File: src/rtl/ex_stage_pkg.sv
// Shared EX-stage types: ALU opcode encoding and operand-stage occupancy states.
// The ALU wrapper bench uses the same definitions.
package ex_stage_pkg;

   localparam int ALU_OP_W = 4;

   typedef enum logic [ALU_OP_W-1:0] {
      ALU_NOP  = 4'd0,
      ALU_ADD  = 4'd1,
      ALU_SUB  = 4'd2,
      ALU_AND  = 4'd3,
      ALU_OR   = 4'd4,
      ALU_XOR  = 4'd5,
      ALU_SLL  = 4'd6,
      ALU_SRL  = 4'd7,
      ALU_SRA  = 4'd8,
      ALU_SLT  = 4'd9,
      ALU_SLTU = 4'd10
   } alu_op_t;

   // Occupancy of the main + skid register pair.
   typedef enum logic [1:0] {
      ST_EMPTY = 2'd0,
      ST_ONE   = 2'd1,
      ST_FULL  = 2'd2
   } stage_state_t;

endpackage

File: src/rtl/ex_fwd_mux.sv
// Per-operand bypass select: MEM result beats WB result beats register-file data.
// Register 0 is hardwired, so it never takes a forwarded value.
module ex_fwd_mux
   import ex_stage_pkg::*;
#(
   parameter int NBIT    = 32,
   parameter int RADDR_W = 5
) (
   input  logic [RADDR_W-1:0] src_addr,
   input  logic [NBIT-1:0]    rf_data,
   input  logic               mem_valid,
   input  logic [RADDR_W-1:0] mem_addr,
   input  logic [NBIT-1:0]    mem_data,
   input  logic               wb_valid,
   input  logic [RADDR_W-1:0] wb_addr,
   input  logic [NBIT-1:0]    wb_data,
   output logic [NBIT-1:0]    data
);

   logic src_nz;
   logic mem_hit;
   logic wb_hit;

   assign src_nz  = |src_addr;
   assign mem_hit = src_nz && mem_valid && (mem_addr == src_addr);
   assign wb_hit  = src_nz && wb_valid  && (wb_addr  == src_addr);

   always_comb begin
      data = rf_data;
      if (mem_hit)     data = mem_data;
      else if (wb_hit) data = wb_data;
   end

endmodule

File: src/rtl/ex_operand_stage.sv
// EX operand capture: resolves forwarding at acceptance and holds ALU operands in a
// main register backed by one skid register, so in_ready never depends on out_ready.
module ex_operand_stage
   import ex_stage_pkg::*;
#(
   parameter int NBIT    = 32,
   parameter int RADDR_W = 5
) (
   input  logic               clk,
   input  logic               rst_n,
   input  logic               in_valid,
   output logic               in_ready,
   input  alu_op_t            in_func,
   input  logic [RADDR_W-1:0] in_rs1_addr,
   input  logic [RADDR_W-1:0] in_rs2_addr,
   input  logic [NBIT-1:0]    in_rs1_data,
   input  logic [NBIT-1:0]    in_rs2_data,
   input  logic [NBIT-1:0]    in_imm,
   input  logic               in_use_imm,
   input  logic               fwd_mem_valid,
   input  logic [RADDR_W-1:0] fwd_mem_addr,
   input  logic [NBIT-1:0]    fwd_mem_data,
   input  logic               fwd_wb_valid,
   input  logic [RADDR_W-1:0] fwd_wb_addr,
   input  logic [NBIT-1:0]    fwd_wb_data,
   input  logic               flush,
   output logic               out_valid,
   input  logic               out_ready,
   output alu_op_t            alu_func,
   output logic [NBIT-1:0]    alu_data1,
   output logic [NBIT-1:0]    alu_data2
);

   localparam int NUM_SRC = 2;

   typedef struct packed {
      alu_op_t         func;
      logic [NBIT-1:0] data1;
      logic [NBIT-1:0] data2;
   } operand_t;

   logic [NUM_SRC-1:0][RADDR_W-1:0] src_addr;
   logic [NUM_SRC-1:0][NBIT-1:0]    src_rf;
   logic [NUM_SRC-1:0][NBIT-1:0]    src_fwd;

   operand_t     in_op;
   operand_t     main_q;
   operand_t     skid_q;
   stage_state_t state_q;
   stage_state_t state_nx;

   logic acc;
   logic drn;
   logic load_main_in;
   logic load_main_skid;
   logic load_skid;

   assign src_addr = {in_rs2_addr, in_rs1_addr};
   assign src_rf   = {in_rs2_data, in_rs1_data};

   genvar g;
   generate
      for (g = 0; g < NUM_SRC; g++) begin : g_fwd
         ex_fwd_mux #(
            .NBIT    (NBIT),
            .RADDR_W (RADDR_W)
         ) u_fwd (
            .src_addr  (src_addr[g]),
            .rf_data   (src_rf[g]),
            .mem_valid (fwd_mem_valid),
            .mem_addr  (fwd_mem_addr),
            .mem_data  (fwd_mem_data),
            .wb_valid  (fwd_wb_valid),
            .wb_addr   (fwd_wb_addr),
            .wb_data   (fwd_wb_data),
            .data      (src_fwd[g])
         );
      end
   endgenerate

   // Immediate overrides RS2 outright, forwarded or not.
   assign in_op.func  = in_func;
   assign in_op.data1 = src_fwd[0];
   assign in_op.data2 = in_use_imm ? in_imm : src_fwd[1];

   assign acc = in_valid  & in_ready;
   assign drn = out_valid & out_ready;

   always_ff @(posedge clk or negedge rst_n) begin
      if (!rst_n) begin
         state_q   <= ST_EMPTY;
         in_ready  <= 1'b1;
         out_valid <= 1'b0;
      end else begin
         state_q   <= state_nx;
         in_ready  <= (state_nx != ST_FULL);
         out_valid <= (state_nx != ST_EMPTY);
      end
   end

   always_comb begin
      state_nx = state_q;
      case (state_q)
         ST_EMPTY: if (acc) state_nx = ST_ONE;
         ST_ONE: begin
            if (acc && !drn)      state_nx = ST_FULL;
            else if (!acc && drn) state_nx = ST_EMPTY;
         end
         ST_FULL:  if (drn) state_nx = ST_ONE;
         default:  state_nx = ST_EMPTY;
      endcase
      if (flush) state_nx = ST_EMPTY;
   end

   // A flush suppresses every load; a drain in that cycle still retires the entry.
   always_comb begin
      load_main_in   = 1'b0;
      load_main_skid = 1'b0;
      load_skid      = 1'b0;
      if (!flush) begin
         case (state_q)
            ST_EMPTY: load_main_in = acc;
            ST_ONE: begin
               load_main_in = acc & drn;
               load_skid    = acc & ~drn;
            end
            ST_FULL:  load_main_skid = drn;
            default: ;
         endcase
      end
   end

   always_ff @(posedge clk or negedge rst_n) begin
      if (!rst_n) begin
         main_q <= '{func: ALU_NOP, data1: '0, data2: '0};
         skid_q <= '{func: ALU_NOP, data1: '0, data2: '0};
      end else begin
         if (load_main_in)        main_q <= in_op;
         else if (load_main_skid) main_q <= skid_q;
         if (load_skid)           skid_q <= in_op;
      end
   end

   assign alu_func  = main_q.func;
   assign alu_data1 = main_q.data1;
   assign alu_data2 = main_q.data2;

endmodule

File: config.mk
export PLATFORM = sky130hd
export DESIGN_NAME = ex_operand_stage
export DESIGN_NICKNAME = d
export VERILOG_FILES = /design/src/rtl/ex_stage_pkg.sv /design/src/rtl/ex_fwd_mux.sv /design/src/rtl/ex_operand_stage.sv
export SDC_FILE = /design/constraint.sdc
export NUM_CORES = 1
export LEC_CHECK = 0
export ABC_AREA = 1
export CORE_AREA = 5 5 134 136
export CTS_BUF_LIST = sky130_fd_sc_hd__clkbuf_8
export DETAILED_ROUTE_END_ITERATION = 12
export DIE_AREA = 0 0 139 141
export PLACE_DENSITY = 0.84
export SYNTH_ARGS = -nofsm -noshare
export SYNTH_HDL_FRONTEND = slang
export SYNTH_SLANG_ARGS = --single-unit
File: constraint.sdc
create_clock -name clk -period 2.8 [get_ports clk]
set_clock_uncertainty 0.15 [all_clocks]
set_input_delay 0.28 -clock clk [delete_from_list [all_inputs] [get_ports clk]]
set_output_delay 0.28 -clock clk [all_outputs]
set_load 0.01 [all_outputs]
======== Word level (Yosys, flattened, before mapping) ========
Cells that the tools add are included.
cells by class
  $lt $le $gt $ge ......................... 0
  bitwise gates (word level) .............. 5
  eq/ne operators ......................... 7
  reduce and logical (&&, ||, !) cells .... 17
  divide/modulo/power cells ............... 0
  multiply operators ...................... 0
  muxes and demuxes ....................... 19
  shift operators ......................... 0
  add/sub/neg operators ................... 0
operators with widths
  kind                number
  $mux 32             5
  $mux 68             2
  $eq 5x5->1          4
  $logic_and 1x1->1   10
  $mux 2              5
  $reduce_or 5->1     2
  $pmux 2 s3          1
  $mux 1              5
  $and 1x1->1         4
  $reduce_bool 2->1   2
  $eq 2x1->1 const B  1
  $eq 2x2->1 const B  1
  $logic_not 1->1     2
  $logic_not 2->1     1
  $ne 2x2->1 const B  1
  $pmux 1 s2          1
  $not 1->1           1
storage, ports and cells
  output and inout bits ................... 70
  ROM bits ................................ 0
  bits in latches ......................... 0
  memories kept ........................... 0
  memory bits (writable) .................. 0
  input bits .............................. 192
  flip-flop bits (word level) ............. 140
  logic and storage cells ................. 57

======== Longest topological paths before layout ========
Gate-level depths: netlist of run 1.
  depth after elaboration ................. 8
  depth in mapped cells ................... 14
  gate-level depth less buffers ........... 13

======== Hierarchy ========
Synthesis of run 1 repeated with hierarchy kept, for this count alone.
unflattened totals
  cell total of the unflattened synthesis .. 1374
  area, all modules ....................... 9019.9 um^2
by module, submodules not included
  module            sequential area each (um^2)  times used  area each (um^2)  cells each
  ex_operand_stage  3504.6                       1           6309.8            798
  ex_fwd_mux        0.0                          2           1355.0            288

======== Worst setup path after synthesis of run 1 ========
OpenSTA, ideal clock, no wires.
  path type ............................... reg-to-reg
  start point ............................. register in_ready
  end point ............................... register main_q (netlist bit alu_data2[10])
  setup slack ............................. 994 ps
  path buffers ............................ 2
  data required time ...................... 2534 ps
  arrival time ............................ 1540 ps
  period minus slack after synthesis ...... 1806 ps
  cell stages (with the launch flop) ...... 10
  setup time .............................. 116 ps
  cell sequence ........................... dfstp_2 > nand2_1 > nor3_2 > nand2_2 > inv_2 > buf_2 > buf_2 > nand3_1 > nand2_1 > nand2_1
between the ends
  word-level cells in the longest chain between the ends .. 5
  elaborated cells on any way between the ends .. 6
  those cells by class .................... 3 x mux; 2 x bitwise; 1 x reduce/logical
RTL lines
  element                                              line                     text
  start, declared                                      ex_operand_stage.sv:12   output logic in_ready,
  start signal, assigned                               ex_operand_stage.sv:96   in_ready <= (state_nx != ST_FULL);
  $and 1x1->1 (*)                                      ex_operand_stage.sv:86   assign acc = in_valid & in_ready;
  $and 1x1->1                                          ex_operand_stage.sv:124  load_main_in = acc & drn;
  $pmux 1 s2 (*)                                       ex_operand_stage.sv:121  case (state_q)
  $mux 1 (*)                                           ex_operand_stage.sv:120  if (!flush) begin
  $mux 68 / $reduce_bool 2->1 (equally long branches)  n/a
  end signal, assigned                                 ex_operand_stage.sv:135  main_q <= '{func: ALU_NOP, data1: '0, data2: '0};
  end signal, assigned                                 ex_operand_stage.sv:138  if (load_main_in) main_q <= in_op;
  end signal, assigned                                 ex_operand_stage.sv:139  else if (load_main_skid) main_q <= skid_q;
  end, declared                                        ex_operand_stage.sv:47   operand_t main_q;
Every way passes the cells marked *; elsewhere a longest branch is shown, timed or not.
A chain may end at the register's enable or synchronous reset.

======== Final worst setup path of run 1 ========
  start point ............................. register out_valid
  end point ............................... register main_q (netlist bit alu_data2[24])
between the ends
  word-level cells in the longest chain between the ends .. 5
  elaborated cells on any way between the ends .. 8
  those cells by class .................... 5 x mux; 2 x bitwise; 1 x reduce/logical
RTL lines
  element                                              line                     text
  start, declared                                      ex_operand_stage.sv:27   output logic out_valid,
  start signal, assigned                               ex_operand_stage.sv:97   out_valid <= (state_nx != ST_EMPTY);
  $and 1x1->1 (*)                                      ex_operand_stage.sv:87   assign drn = out_valid & out_ready;
  $and 1x1->1                                          ex_operand_stage.sv:124
  $pmux 1 s2                                           ex_operand_stage.sv:121
  $mux 1                                               ex_operand_stage.sv:120
  $mux 68 / $reduce_bool 2->1 (equally long branches)  n/a
Marked as above.

==> out/qor.json, run 1 <==
{
  "setup_viol": {"value": 0},
  "antenna_found_initial": {"value": 2},
  "cts.repair.resized": {"value": 0},
  "grt_pass1_wl": {"value": 49300, "unit": "um"},
  "grt_start_max_net_pins": {"value": 66},
  "power.switching": {"value": 2.98, "unit": "mW"},
  "synth_seq_area_share": {"value": 40.6, "unit": "%"},
  "net_count_after_synthesis": {"value": 1382},
  "fp.coreArea": {"value": 16800, "unit": "um2"},
  "crit_chain": {"value": "nand2_1 > inv_2 > nor2_2 > inv_2 > nand2_2 > nand2_2 > inv_2 > buf_4 > nand2_1 > nand2_1"},
  "drc_errors": {"value": 0},
  "route.met2.wl": {"value": 14800, "unit": "um"},
  "die_h": {"value": 141, "unit": "um"},
  "worst_ep_required_time": {"value": 3.06, "unit": "ns"},
  "fin_setup_tns": {"value": 0, "unit": "ns"},
  "drt_iter0_drc": {"value": 1022},
  "netlist-cell-type-count": {"value": 31},
  "wirelength_per_cell": {"value": 19.1, "unit": "um"},
  "grt.overflow.total": {"value": 0},
  "die_width": {"value": 139, "unit": "um"},
  "switching_share": {"value": 36.2, "unit": "%"},
  "max_freq": {"value": 451, "unit": "MHz"},
  "period_minus_slack": {"value": 2.22, "unit": "ns"},
  "wl_met1": {"value": 12400, "unit": "um"},
  "vias_after_detailed_routing": {"value": 9384},
  "rsz0062_at_grt": {"value": "false"},
  "h-tree-depth": {"value": 4},
  "r2r_end": {"value": "alu_data2[24]"},
  "buffer_ports.inserted": {"value": 261},
  "floorplan.initialDensity": {"value": 51.3, "unit": "%"},
  "dieArea": {"value": 19600, "unit": "um2"},
  "clk_pin_slew_worst_paths": {"value": 0.09, "unit": "ns"},
  "critical-path-max-stage-delay": {"value": 0.64, "unit": "ns"},
  "hold_viol_final": {"value": 0},
  "root_buffer": {"value": "clkbuf_8"},
  "internal_power": {"value": 5.25, "unit": "mW"},
  "routed-wl-met3": {"value": 3020, "unit": "um"},
  "cts_post_setup_buffers_inserted": {"value": 0},
  "synth_area": {"value": 8630, "unit": "um2"},
  "clkLatencyLatePin": {"value": 0.46, "unit": "ns"},
  "run_status": {"value": "complete, no violations"},
  "data_arrival_time_of_the_worst_path": {"value": 2.47, "unit": "ns"},
  "final_core_utilization": {"value": 70.2, "unit": "%"},
  "antenna_violating_nets_post_route": {"value": 0},
  "tritoncts": {"value": "built"},
  "post_synth.cell_area_avg": {"value": 7.25, "unit": "um2"},
  "crit_path_max_fanout": {"value": 42},
  "final_max_slew_viol_count": {"value": 0},
  "yosysWarnings": {"value": 0},
  "routed.top_layer": {"value": "met4"},
  "p_clk_share": {"value": 20.0, "unit": "%"},
  "worst_path_max_delay_cell": {"value": "inv_2"},
  "worst-r2r-setup-slack": {"value": 0.58, "unit": "ns"},
  "area_growth": {"value": 36.8, "unit": "%"},
  "relSlewSlack": {"value": 38.3, "unit": "%"},
  "min_period_over_period": {"value": 79.2, "unit": "%"},
  "timing.max_cap.violations": {"value": 0},
  "timing.critical_path.max_delay_family": {"value": "buffers and inverters"},
  "highest_count_cells_in_the_layout_ignoring_fill_and_taps": {"value": "nand2_1 (407), clkdlybuf4s50_1 (259), dfrtp_1 (139)"},
  "pwr_density_cell": {"value": 697, "unit": "nW/um2"},
  "worst_setup_path_start_kind": {"value": "flop"},
  "routed_via_density": {"value": 5.64},
  "most_common_library_cell_in_the_layout_ignoring_fill_and_taps": {"value": "nand2_1"},
  "r2r_start": {"value": "out_valid"},
  "globalRouteTotalUtil": {"value": 31.8, "unit": "%"},
  "bufs_on_longest_clock_path": {"value": 2},
  "power.share.combinational": {"value": 38.2, "unit": "%"},
  "synthCells": {"value": 1190},
  "hold_path.class": {"value": "in2async"},
  "drt_pass1_iterations": {"value": 5},
  "top_level_ports": {"value": 262},
  "p_leak": {"value": 5.56, "unit": "nW"},
  "sequentialPowerShare": {"value": 41.7, "unit": "%"},
  "crit_path_end_kind": {"value": "flop"},
  "nets_final": {"value": 1615},
  "timing.critical_path.buf_inv": {"value": 4},
  "layout.filler_cells": {"value": 1412},
  "gp_congestion": {"value": 0.931},
  "clock_sinks": {"value": 140},
  "post_route_cells_drive_above_1_share": {"value": 8.57, "unit": "%"},
  "first_global_vias": {"value": 8998},
  "tightest_slew": {"value": 0.926, "unit": "ns"},
  "finalWirelength": {"value": 31800, "unit": "um"},
  "worstRegToRegCells": {"value": 10},
  "fp-row-count": {"value": 48},
  "dpl.hpwl": {"value": 23600, "unit": "um"},
  "cts-buffers-inserted": {"value": 17},
  "ys_seq_elements": {"value": 140},
  "peakVddDrop": {"value": 0.425, "unit": "mV"},
  "critPathKind": {"value": "reg2reg"}
}
==> synth_stat cells (all sizes together) <==
library cell  number  area [um2]
a21oi             35         175
a31oi             58         363
buf               57         362
clkbuf            22        82.6
dfrtp            139        3480
dfstp              1        26.3
inv               94         353
nand2            413        1560
nand3            164         951
nand3b            35         263
nand4              2        12.5
nor2              74         320
nor3               3        30.0
o211ai            12        90.1
o21a              47         353
o21ai             22         110
o21bai             7        52.6
or2                1        6.26
xnor2              3        26.3
xor2               1        8.76
==> per-layer routing <==
metal | vias to the layer above | global-route usage, %
li1 | 4374 | -
met1 | 4340 | 40.5
met2 | 576 | 51.0
met3 | 94 | 7.36
met4 | 0 | 16.3
met5 | - | 0
==> worst max path at each step <==
stage | cells after the start | endpoint | slack, ns | from
6_report | 10 | alu_data2[24] | 0.58 | out_valid
2_1_floorplan | 9 | alu_data2[10] | 0.99 | in_ready
3_3_place_gp | 13 | alu_data2[25] | 0.30 | in_rs2_addr[3]
3_5_place_dp | 11 | alu_data1[25] | 0.30 | out_ready
4_1_cts | 10 | alu_data1[25] | 0.60 | out_valid
5_1_grt | 10 | alu_data2[9] | 0.42 | out_valid
==> registers in the layout, summed over array words and instances (netlist names) <==
register / cells
skid_q: 68
alu_data1: 32
alu_data2: 32
alu_func: 4
state_q: 2
in_ready: 1
out_valid: 1
==> through the flow <==
stage | area (um2) | power [mW] | hold WS [ns] | instances | setup WS [ns]
2_1_floorplan | 8630 | 4.88 | -0.166 | 1190 | 0.994
3_3_place_gp | 11400 | 6.49 | 0.0887 | 1628 | 0.302
3_5_place_dp | 11400 | 6.58 | 0.0981 | 1628 | 0.302
4_1_cts | 11800 | 8.24 | 0.167 | 1661 | 0.598
5_1_grt | 11800 | 8.72 | 0.203 | 1663 | 0.423
6_report | 11800 | 8.23 | 0.163 | 1663 | 0.583
==> final cells by class <==
class / count / area [um2] / area share [%]
antenna: 2 / 5.00 / 0.0424
clock buffer: 18 / 248 / 2.10
clock inverter: 14 / 151 / 1.28
inverter: 94 / 354 / 3.00
multi-input combinational: 877 / 4330 / 36.7
sequential: 140 / 3500 / 29.7
tap: 225 / 282 / 2.39
timing repair buffer: 293 / 2930 / 24.8
==> cell families (layout without fill, tap and decap cells) <==
| family | after synthesis | after routing | share of synthesized area (%) |
|---|---|---|---|
| simple gates | 692 | 692 | 36.5 |
| compound gates | 181 | 181 | 13.3 |
| buf+inv | 173 | 419 | 9.24 |
| flops | 140 | 140 | 40.6 |
| xor+xnor | 4 | 4 | 0.406 |
| other cells | 0 | 2 | 0 |
==> power groups by stage <==
stage	clock (mW)	combinational [mW]	sequential (mW)
finish	1.65	3.14	3.43
global route	1.75	3.43	3.54
CTS	1.67	3.16	3.41
detailed placement	0	3.14	3.44
global placement	0	3.07	3.42
floorplan	0	1.32	3.56
==> what timing repair did <==
action,4_1_cts,5_1_grt
setup endpoints to repair,0,0
hold buffers,1,0
endpoints found under the hold margin,44,0
(Power assumes the default switching activity.)
==> inputs of run 2 (changes only) <==
--- a/config.mk
+++ b/config.mk
@@ -6,11 +6,11 @@
 export NUM_CORES = 1
 export LEC_CHECK = 0
 export ABC_AREA = 1
-export CORE_AREA = 5 5 134 136
+export CORE_AREA = 5 5 139 141
 export CTS_BUF_LIST = sky130_fd_sc_hd__clkbuf_8
 export DETAILED_ROUTE_END_ITERATION = 12
-export DIE_AREA = 0 0 139 141
-export PLACE_DENSITY = 0.84
+export DIE_AREA = 0 0 144 146
+export PLACE_DENSITY = 0.78
 export SYNTH_ARGS = -nofsm -noshare
 export SYNTH_HDL_FRONTEND = slang
 export SYNTH_SLANG_ARGS = --single-unit
==> constraint.sdc (replaced) <==
create_clock -name clk -period 2.19 [get_ports clk]
set_clock_uncertainty 0.15 [all_clocks]
set_input_delay 0.219 -clock clk [delete_from_list [all_inputs] [get_ports clk]]
set_output_delay 0.219 -clock clk [all_outputs]
set_load 0.01 [all_outputs]
==> out/qor.json, run 2 (synthesis results as in run 1) <==
{
  "post_route_cells_drive_above_1_share": {"value": 9.57, "unit": "%", "change": "was 8.57%"},
  "worst_ep_required_time": {"value": 2.44, "unit": "ns", "change": "was 3.06 ns"},
  "cts_post_setup_buffers_inserted": {"value": 0, "change": "unchanged"},
  "fin_setup_tns": {"value": 0, "unit": "ns", "change": "unchanged"},
  "crit_path_end_kind": {"value": "flop", "change": "unchanged"},
  "largest_register_ff_count": {"value": 68, "change": "unchanged"},
  "timing.critical_path.depth": {"value": 10, "change": "unchanged"},
  "tritoncts": {"value": "built", "change": "unchanged"},
  "critPathKind": {"value": "reg2reg", "change": "unchanged"},
  "wirelength_per_cell": {"value": 19.3, "unit": "um", "change": "was 19.1 um"},
  "layout.filler_cells": {"value": 1515, "change": "was 1412"},
  "die_width": {"value": 144, "unit": "um", "change": "was 139 um"},
  "h-tree-depth": {"value": 4, "change": "unchanged"},
  "critPathMostFrequentCell": {"value": "inv_2"},
  "root_buffer": {"value": "clkbuf_8", "change": "unchanged"},
  "grt.overflow.total": {"value": 0, "change": "unchanged"},
  "gp_congestion": {"value": 0.920, "change": "was 0.931"},
  "floorplan.initialDensity": {"value": 48.3, "unit": "%", "change": "was 51.3%"},
  "rsz0062_at_grt": {"value": "false", "change": "unchanged"},
  "power": {"value": 10.8, "unit": "mW", "change": "was 8.23 mW"},
  "nets_final": {"value": 1631, "change": "was 1615"},
  "hold_viol_final": {"value": 0, "change": "unchanged"},
  "worst_path_max_delay_cell": {"value": "dfrtp_1", "change": "was inv_2"},
  "timing.critical_path.buf_inv": {"value": 4, "change": "unchanged"},
  "relSlewSlack": {"value": 64.8, "unit": "%", "change": "was 38.3%"},
  "data_arrival_time_of_the_worst_path": {"value": 2.24, "unit": "ns", "change": "was 2.47 ns"},
  "bufs_on_longest_clock_path": {"value": 2, "change": "unchanged"},
  "cts-buffers-inserted": {"value": 17, "change": "unchanged"},
  "largest_register": {"value": "skid_q", "change": "unchanged"},
  "max_freq": {"value": 502, "unit": "MHz", "change": "was 451 MHz"},
  "die_h": {"value": 146, "unit": "um", "change": "was 141 um"},
  "dpl.hpwl": {"value": 24200, "unit": "um", "change": "was 23600 um"},
  "drt_pass1_iterations": {"value": 6, "change": "was 5"},
  "fp-row-count": {"value": 49, "change": "was 48"},
  "timing.max_cap.violations": {"value": 0, "change": "unchanged"},
  "drc_errors": {"value": 0, "change": "unchanged"},
  "grt_pass1_wl": {"value": 50700, "unit": "um", "change": "was 49300 um"},
  "globalRouteTotalUtil": {"value": 30.9, "unit": "%", "change": "was 31.8%"},
  "first_global_vias": {"value": 9351, "change": "was 8998"},
  "vias_after_detailed_routing": {"value": 9320, "change": "was 9384"},
  "routed_via_density": {"value": 5.54, "change": "was 5.64"},
  "grt_start_max_net_pins": {"value": 71, "change": "was 66"},
  "timing.critical_path.max_delay_family": {"value": "simple AND/OR/NAND/NOR gates", "change": "was buffers and inverters"},
  "area_growth": {"value": 40.1, "unit": "%", "change": "was 36.8%"},
  "critical-path-max-stage-delay": {"value": 0.38, "unit": "ns", "change": "was 0.64 ns"},
  "run_status": {"value": "complete, no violations", "change": "unchanged"},
  "most_common_library_cell_in_the_layout_ignoring_fill_and_taps": {"value": "nand2_1", "change": "unchanged"},
  "peakVddDrop": {"value": 0.469, "unit": "mV", "change": "was 0.425 mV"},
  "drt_iter0_drc": {"value": 771, "change": "was 1022"},
  "worst_hold_margin": {"value": 0.135, "unit": "ns", "change": "was 0.163 ns"},
  "highest_count_cells_in_the_layout_ignoring_fill_and_taps": {"value": "nand2_1 (407), clkdlybuf4s50_1 (259), dfrtp_1 (139)", "change": "unchanged"},
  "place.detailed.instances": {"value": 1648, "change": "was 1628"},
  "pwr_density_cell": {"value": 893, "unit": "nW/um2", "change": "was 697 nW/um2"},
  "buffer_ports.inserted": {"value": 261, "change": "unchanged"},
  "final_core_utilization": {"value": 67.7, "unit": "%", "change": "was 70.2%"},
  "clkLatencyLatePin": {"value": 0.46, "unit": "ns", "change": "about the same"},
  "final-instance-count-excl-fill": {"value": 1682, "change": "was 1663"},
  "antenna_violating_nets_post_route": {"value": 0, "change": "unchanged"},
  "hold_path.class": {"value": "in2reg", "change": "was in2async"},
  "p_leak": {"value": 5.70, "unit": "nW", "change": "was 5.56 nW"},
  "tightest_slew": {"value": 0.529, "unit": "ns", "change": "was 0.926 ns"},
  "clock_sinks": {"value": 140, "change": "unchanged"},
  "antenna_found_initial": {"value": 2, "change": "unchanged"},
  "finalWirelength": {"value": 32500, "unit": "um", "change": "was 31800 um"},
  "worstRegToRegCells": {"value": 10, "change": "unchanged"},
  "fp.coreArea": {"value": 17800, "unit": "um2", "change": "was 16800 um2"},
  "dieArea": {"value": 21000, "unit": "um2", "change": "was 19600 um2"},
  "min_period_over_period": {"value": 91.0, "unit": "%", "change": "was 79.2%"},
  "crit_chain": {"value": "nand2_1 > inv_2 > nor2_2 > inv_2 > nand2_2 > nand2_2 > inv_2 > buf_12 > nand2_1 > nand3_1", "change": "was nand2_1 > inv_2 > nor2_2 > inv_2 > nand2_2 > nand2_2 > inv_2 > buf_4 > nand2_1 > nand2_1"},
  "min_delay_path_depth": {"value": 3},
  "setup_viol": {"value": 0, "change": "unchanged"},
  "clk_pin_slew_worst_paths": {"value": 0.09, "unit": "ns", "change": "about the same"},
  "period_minus_slack": {"value": 1.99, "unit": "ns", "change": "was 2.22 ns"},
  "final_max_slew_viol_count": {"value": 0, "change": "unchanged"},
  "crit_path_max_fanout": {"value": 39, "change": "was 42"},
  "worst_setup_path_start_kind": {"value": "flop", "change": "unchanged"},
  "top_level_ports": {"value": 262, "change": "unchanged"}
}
==> run 2: where the power goes <==
part           internal (mW)  switching, mW
logic                   2.14           1.96
registers               3.73          0.682
clock network           1.09           1.19
==> run 2: timing repair <==
action,4_1_cts,5_1_grt
gates resized for setup,0,1
setup endpoints to repair,0,2
hold endpoints to repair,113,0
hold buffers,1,0
==> run 2: metrics by stage <==
step,setup slack [ns],cell area (um2)
after floorplan,0.384,8630
after global placement,-0.146,11700
after detailed placement,-0.113,11700
after CTS,0.186,12100
after global routing,0.0408,12100
final,0.198,12100
==> run 2: worst register-to-register path, cell delays in order (launching register included) <==
cell     delay (ns)
dfrtp_1        0.38
nand2_1        0.13
inv_2          0.06
nor2_2         0.12
inv_2          0.08
nand2_2        0.13
nand2_2        0.12
inv_2          0.27
buf_12         0.27
nand2_1        0.12
nand3_1        0.11
==> run 2: layout make-up <==
class,count,area (um2),area share (%)
antenna,1,2.50,0.0207
clock buffer,18,248,2.05
clock inverter,14,171,1.42
inverter,94,354,2.93
multi-input combinational,877,4330,35.8
sequential,140,3500,29.0
tap,229,287,2.37
timing repair buffer,309,3190,26.4
==> run 2: final timing paths <==
path	endpoint	slack [ns]	start
hold reg to reg	alu_data1[15]	0.34	alu_data1[15]
setup / recovery	alu_data2[5]	0.20	out_valid
hold / removal	skid_q[29]	0.13	in_use_imm
min in group asynchronous	alu_data1[18]	0.14	rst_n
max in group asynchronous	alu_data1[30]	1.03	rst_n
setup reg to reg	alu_data2[5]	0.20	out_valid
==> run 2: layer usage <==
metal,wire length (um),GRT usage (%)
met1,12300,37.9
met2,15700,50.4
met3,2880,7.76
met4,1510,14.8
met5,12,0
